==> src/rtl/led_seq_ctrl.sv <==
// rtl/led_seq_ctrl.sv - memory-mapped sequencer driving the 16-bit LED register write port
// Optional LED_SEQ_READBACK_EN adds a combinational rdata read port for the register window.
module led_seq_ctrl #(
   parameter logic [31:0] BASE_ADDR = 32'hFFFF_F100,
   parameter int          CNT_W     = 24
) (
   input  logic        clk,
   input  logic        rst,
   input  logic [31:0] addr,
   input  logic        we,
   input  logic [31:0] wdata,
   output logic        led_we,
   output logic [15:0] led_wdata,
   output logic        busy
`ifdef LED_SEQ_READBACK_EN
   ,
   output logic [31:0] rdata
`endif
);

   typedef enum logic [2:0] {
      S_IDLE,
      S_LOAD,
      S_WAIT,
      S_STEP,
      S_HOLD,
      S_CLEAR
   } state_t;

   state_t           state, state_d;
   logic             en;
   logic [1:0]       mode;
   logic [15:0]      pattern;
   logic [CNT_W-1:0] period;
   logic [15:0]      frame, frame_d, next_frame;
   logic [CNT_W-1:0] cnt, cnt_d, pm1;
   logic             led_we_d;
   logic [15:0]      led_wdata_d;
   logic             wr_ctrl, wr_pat, wr_per, wr_any, en_new;
   logic             unused_wdata;

   assign wr_ctrl = we && (addr == BASE_ADDR);
   assign wr_pat  = we && (addr == BASE_ADDR + 32'd4);
   assign wr_per  = we && (addr == BASE_ADDR + 32'd8);
   assign wr_any  = wr_ctrl || wr_pat || wr_per;
   assign en_new  = wr_ctrl ? wdata[0] : en;
   assign pm1     = (period == '0) ? '0 : period - CNT_W'(1);
   assign busy    = (state != S_IDLE);
   assign unused_wdata = &{1'b0, wdata};

   always_comb begin
      next_frame = frame;
      case (mode)
         2'd1:    next_frame = frame ^ pattern;
         2'd2:    next_frame = {frame[14:0], frame[15]};
         2'd3:    next_frame = {frame[0], frame[15:1]};
         default: next_frame = frame;
      endcase
   end

   // Register writes pre-empt the running state, so a restart or clear swallows any pending pulse.
   always_comb begin
      state_d     = state;
      frame_d     = frame;
      cnt_d       = cnt;
      led_we_d    = 1'b0;
      led_wdata_d = led_wdata;
      if (wr_ctrl && !wdata[0] && state != S_IDLE) begin
         state_d = S_CLEAR;
      end else if (wr_any && en_new) begin
         state_d = S_LOAD;
      end else begin
         case (state)
            S_LOAD: begin
               frame_d     = pattern;
               cnt_d       = '0;
               led_we_d    = 1'b1;
               led_wdata_d = pattern;
               state_d     = (mode == 2'd0) ? S_HOLD : S_WAIT;
            end
            S_WAIT: begin
               if (cnt == pm1) state_d = S_STEP;
               else            cnt_d   = cnt + CNT_W'(1);
            end
            S_STEP: begin
               frame_d     = next_frame;
               led_we_d    = 1'b1;
               led_wdata_d = next_frame;
               cnt_d       = '0;
               state_d     = S_WAIT;
            end
            S_CLEAR: begin
               led_we_d    = 1'b1;
               led_wdata_d = 16'h0000;
               cnt_d       = '0;
               state_d     = S_IDLE;
            end
            default: ;
         endcase
      end
   end

   always_ff @(posedge clk) begin
      if (rst) begin
         state     <= S_IDLE;
         en        <= 1'b0;
         mode      <= 2'd0;
         pattern   <= 16'h0000;
         period    <= '0;
         frame     <= 16'h0000;
         cnt       <= '0;
         led_we    <= 1'b0;
         led_wdata <= 16'h0000;
      end else begin
         if (wr_ctrl) begin
            en   <= wdata[0];
            mode <= wdata[2:1];
         end
         if (wr_pat) pattern <= wdata[15:0];
         if (wr_per) period  <= wdata[CNT_W-1:0];
         state     <= state_d;
         frame     <= frame_d;
         cnt       <= cnt_d;
         led_we    <= led_we_d;
         led_wdata <= led_wdata_d;
      end
   end

`ifdef LED_SEQ_READBACK_EN
   always_comb begin
      rdata = 32'h0;
      if      (addr == BASE_ADDR)          rdata = {28'b0, busy, mode, en};
      else if (addr == BASE_ADDR + 32'd4)  rdata = {16'b0, pattern};
      else if (addr == BASE_ADDR + 32'd8)  rdata = 32'(period);
      else if (addr == BASE_ADDR + 32'd12) rdata = {16'b0, frame};
   end
`endif

endmodule

==> config.mk <==
export PLATFORM = sky130hd
export DESIGN_NAME = led_seq_ctrl
export DESIGN_NICKNAME = d
export VERILOG_FILES = /design/src/rtl/led_seq_ctrl.sv
export SDC_FILE = /design/constraint.sdc
export NUM_CORES = 1
export LEC_CHECK = 0
export BUFFER_PORTS_ARGS = -buffer_cell sky130_fd_sc_hd__buf_2
export CORE_UTILIZATION = 60
export CTS_CLUSTER_SIZE = 20
export DETAILED_ROUTE_END_ITERATION = 16
export PLACE_DENSITY_LB_ADDON = 0.2
export REMOVE_ABC_BUFFERS = 1
export SYNTH_ARGS = -nofsm -noshare
export SYNTH_HDL_FRONTEND = slang
export SYNTH_SLANG_ARGS = --single-unit
==> constraint.sdc <==
create_clock -name clk -period 5.1 [get_ports clk]
set_clock_uncertainty 0.1 [all_clocks]
set_input_delay 1.02 -clock clk [delete_from_list [all_inputs] [get_ports clk]]
set_output_delay 1.02 -clock clk [all_outputs]
set_load 0.02 [all_outputs]
After elaboration in Yosys (flattened, before gate mapping)
Index checks and enable logic that the tools add are counted.
{"block": "totals", "elab_cells": 66, "reg_bits": 103, "input_bits": 67}
{"block": "classes", "bitwise": 3, "n_mux": 13, "addsub": 2, "eq_ne": 14, "reduce_logical": 24}
{"cell": "32-bit == test (second input constant)", "n": 3}
{"cell": "16-bit one-hot mux with 3 select lines", "n": 2}
{"cell": "24-bit 2-to-1 mux", "n": 2}
{"cell": "24-bit one-hot mux with 2 select lines", "n": 1}
{"cell": "16-bit one-hot mux with 2 select lines", "n": 1}
{"cell": "24-bit by 1-bit adder with 24-bit output (second input constant)", "n": 1}
{"cell": "24-bit == test", "n": 1}
{"cell": "24-bit zero test", "n": 1}
{"cell": "24-bit by 1-bit subtractor with 24-bit output (second input constant)", "n": 1}
{"cell": "16-bit bitwise XOR", "n": 1}
{"cell": "3-bit 2-to-1 mux", "n": 4}
{"cell": "3-bit one-hot mux with 4 select lines", "n": 1}
{"cell": "3-bit by 2-bit == test with 1-bit output (second input constant)", "n": 2}
{"cell": "1-bit logical AND", "n": 6}
{"cell": "3-bit AND reduction", "n": 2}
{"cell": "3-bit nonzero test", "n": 2}
{"cell": "6-bit nonzero test", "n": 1}
{"cell": "3-bit OR reduction", "n": 2}
{"cell": "2-bit == test (second input constant)", "n": 2}
{"cell": "2-bit != test (second input constant)", "n": 2}
{"cell": "4-bit != test (second input constant)", "n": 1}
{"cell": "2-bit AND reduction", "n": 2}
{"cell": "4-bit AND reduction", "n": 1}
{"cell": "2-bit nonzero test", "n": 2}
{"cell": "other kinds (9)", "n": 12}

Depth between registers and ports, before layout
{"block": "logic_depth", "word_depth": 7, "mapped_depth": 15, "ltp_nobuf": 12}

Worst setup path after synthesis
OpenSTA, ideal clock, no wires.
{"block": "synth_timing", "path_kind": "register to register", "startpoint": "register period[11]", "endpoint": "register cnt[9]", "path_slack_ps": 1628, "stages_incl_launch_ff": 13, "required_ps": 4934, "period_less_slack_ps": 3472, "arrival_ps": 3306, "n_path_buf": 2, "cell_sequence": "dfxtp_1 -> buf_6 -> or4_1 -> or3_1 -> nor4_1 -> xor2_1 -> mux2_2 -> nor4_4 -> o2111ai_4 -> a311oi_2 -> buf_4 -> a21oi_2 -> a21oi_2"}
{"block": "synth_via", "elab_chain_cells": 5}
{"element": "start, declared", "line": "34", "text": "logic [CNT_W-1:0] period;"}
{"element": "start signal, assigned", "line": "120", "text": "if (wr_per) period <= wdata[CNT_W-1:0];"}
{"element": "24-bit by 1-bit subtractor with 24-bit output or 24-bit zero test (tied branches)", "line": "47", "text": "assign pm1 = (period == '0) ? '0 : period - CNT_W'(1);"}
{"element": "24-bit 2-to-1 mux (*)", "line": "47"}
{"element": "24-bit == test (*)", "line": "82", "text": "if (cnt == pm1) state_d = S_STEP;"}
{"element": "2-bit != test (no line) (*)"}
{"element": "4-bit AND reduction (no line) (*)"}
{"element": "end signal, assigned", "line": "123", "text": "cnt <= cnt_d;"}
{"element": "end, declared", "line": "36", "text": "logic [CNT_W-1:0] cnt, cnt_d, pm1;"}
Mark *: on every way between the ends. The rest lies on a longest branch, timed or not.
A chain may end at the register's enable or synchronous reset.

Final worst setup path
{"block": "layout_timing", "startpoint": "register period[2]", "endpoint": "register cnt[18]"}
The elaborated chain is that of the path after synthesis.

==> run_results.csv <==
group,metric,value,unit
route,dr_total_vias,5897,
pwr,powerDensity,201,nW/µm²
setup_path,cp-end-kind,"register",
layout,area_growth,9.07,%
timing,worst_pin_slew,1.13,ns
grt,overflow,0,
clock_tree,cts_sinks,103,
grt,met1_usage,36.6,%
layout,stdcell_area,6600,µm²
pwr,power.leakage,2.76,nW
synth,synthFlopType,"dfxtp_1",
clock_tree,cts_setup_buffers,0,
floorplanning,fp.dieArea,10500,µm²
clock_tree,worstSkewPairLatency,0.38,ns
grt,antenna_found_initial,0,
layout,final_layout_size_suffix_gt1_share,14.2,%
synth,synth.avg_cell_area,7.75,µm²
flow_run,cap_viol_max_count,0,
clock_tree,cts.htree.levels,3,
setup_path,crit_fanout,11,
layout,nFillCells,855,
grt,met3_usage,4.92,%
setup_path,ff2ff_setup_slack,0.98,ns
synth,ys_warn_count,0,
place,dp.cells,943,
setup_path,rr_startpoint,"period[2]",
hold_path,hold_end,"led_wdata[2]",
route,first_pass_iters,4,
synth,ys_types,68,
floorplanning,initial_core_util,61.9,%
grt,grt_first_pass_wirelength,24.9,mm
clock_tree,cts.repair.resized,0,
timing,slew_headroom,24.4,%
setup_path,worstPathRequired,5.27,ns
grt,grt_usage,30.1,%
floorplanning,core,9770,µm²
grt,grt_max_degree,86,
place,io_buffer_count,76,
setup_path,r2r-end,"cnt[18]",
timing,period_share,80.9,%
setup_path,r2r_cells,9,
route,antenna_left,0,
clock_tree,cts-hold-fix-buffers,0,
layout,diodes,0,
timing,max_freq,0.243,GHz
synth,ys_ff_latch,103,
clock_tree,clockBufferDepth,2,
floorplanning,io_pins,85,
clock_tree,numCtsBuffers,9,
setup_path,cp-start-kind,"register",
layout,multi_input_area,3700,µm²
place,gp_congestion,0.904,
timing,finalMaxSlewViolations,0,
floorplanning,num_rows,36,
place,placed_cell_area,6430,µm²
synth,seq_area_frac_synth,34.1,%
grt,grt-busiest-layer,"met2",
floorplanning,die_h,102,µm
hold_path,hold_path_depth,2,
layout,final_nets,890,
route,drt-total-wl,15.6,mm
route,drc,0,
floorplanning,chipWidth,102,µm
hold_path,hold_path_class,"register to register",
timing,hold_viol,0,
clock_tree,root_buffer,"clkbuf_8",
route,drt_iter0_markers,391,
synth,netlist_area,6050,µm²
synth,postSynthCellCount,781,
layout,instances_no_fill,957,
setup_path,worstSetupPathType,"register to register",
route,routedWlPerCell,16.3,µm
pwr,totalPowerFinal,1.33,mW
hold_path,holdCritStartpoint,"led_wdata[2]",
clock_tree,clkSlewWorstSetupHoldPaths,0.10,ns
grt,grt_pass1_vias,5348,
grt,grtUsageMet2,52.5,%
timing,rsz0062_at_grt,"no",
synth,synth_edf_count,0,
route,via_per_inst,6.16,
timing,fin_setup_tns,0,ns
timing,setup_viol,0,
synth,async_flop_share,0,%
clock_tree,cts_tree,"built",
place,dp_hpwl,11.4,mm
outcome,status,"complete, no violations",
pwr,ir_worst_vdd,0.220,mV
setup_path,arrival,4.29,ns
layout,regArea,2060,µm²
timing,min_period,4.12,ns
[layout make-up]
cell class | count | share of cell area, %
clock buffers | 10 | 2.08
clock inverters | 4 | 0.493
inverters | 19 | 1.08
multi-input cells | 605 | 56.0
flip-flops and latches | 103 | 31.2
well taps | 133 | 2.52
repair buffers | 83 | 6.56
[routing by layer]
metal	vias to the layer above	wire (µm)	share of wire, %
met5	-	0	0
met4	0	376	2.4
li1	2871	-	-
met2	184	7700	49
met3	32	829	5.3
met1	2810	6690	43
[cell usage after synthesis, types with 4 or more instances]
cell type | n | area, µm²
nand4_1 | 12 | 75.1
nor3_1 | 14 | 70.1
o21a_1 | 6 | 45.0
a22oi_1 | 10 | 75.1
or2_2 | 4 | 25.0
buf_2 | 5 | 25.0
nor3b_1 | 4 | 30.0
nand3_1 | 35 | 175
o21ai_0 | 39 | 195
clkbuf_1 | 43 | 161
mux2i_1 | 60 | 601
or3_1 | 19 | 119
or4_1 | 7 | 52.6
dfxtp_1 | 103 | 2060
o31ai_1 | 6 | 45.0
o21ai_1 | 14 | 70.1
inv_1 | 19 | 71.3
a31oi_1 | 13 | 81.3
nor2_1 | 118 | 443
nand3b_1 | 4 | 30.0
nor4_1 | 11 | 68.8
a21oi_1 | 71 | 355
nand2_1 | 50 | 188
xor2_1 | 11 | 96.3
buf_1 | 4 | 15.0
xnor2_1 | 21 | 184
and3_1 | 10 | 62.6
nand2b_1 | 11 | 68.8
[cells by family (layout without fill, tap and decap cells)]
| kind of cell | count (synthesis) | in the layout | share of synthesized area (%) |
|---|---|---|---|
| compound gates | 189 | 189 | 19.1 |
| xor+xnor | 33 | 33 | 5.00 |
| fa+ha+maj | 2 | 2 | 0.413 |
| buf+inv | 73 | 116 | 4.82 |
| flops | 103 | 103 | 34.1 |
| mux | 61 | 61 | 10.1 |
| simple gates | 320 | 320 | 26.5 |
[flip-flops by register name, indices dropped and copies added (netlist names)]
name / flops
cnt: 24
en: 1
frame: 16
led_wdata: 16
led_we: 1
mode: 2
pattern: 16
period: 24
state: 3
[worst max-delay path: stages, from the launching register on]
cell	delay, ns
dfxtp_1	0.41
nor4_2	0.72
nand4b_1	0.36
or4_1	0.68
a32oi_1	0.38
nor4_4	0.11
o2111a_1	0.21
nor2_1	0.71
nand3_1	0.20
mux2i_1	0.16
[cell usage in the layout (no fill, tap or decap), drive strengths merged, types with 19 or more instances in the layout]
master,count
inv,20
dfxtp,103
nand3,35
or3,19
xnor2,21
mux2i,60
o21ai,54
nor2,118
buf,83
nand2,50
a21oi,73
[stage by stage]
step | hold WS [ns] | util [%] | setup WS, ns
2_1_floorplan | 0.347 | - | 1.15
3_3_place_gp | 0.340 | 65.8 | 1.13
3_5_place_dp | 0.351 | 65.8 | 1.08
4_1_cts | 0.369 | 67.5 | 1.05
5_1_grt | 0.387 | 67.5 | 0.623
6_report | 0.365 | 67.5 | 0.977
[how the worst max path moves through the flow]
stage / startpoint / endpoint / depth (start not counted) / slack, ns
finish: period[2] / cnt[18] / 9 / 0.98
global placement: period[2] / cnt[14] / 11 / 1.13
floorplan: period[2] / cnt[2] / 10 / 1.15
CTS: period[2] / cnt[2] / 11 / 1.05
global route: period[2] / cnt[2] / 11 / 0.62
detailed placement: period[2] / cnt[14] / 11 / 1.08
[power by group]
group | leakage [nW] | switching, mW | internal [mW]
clock | 0.0808 | 0.282 | 0.188
combinational | 1.85 | 0.0295 | 0.0226
sequential | 0.829 | 0.00000000113 | 0.803
(Power assumes the default switching activity.)
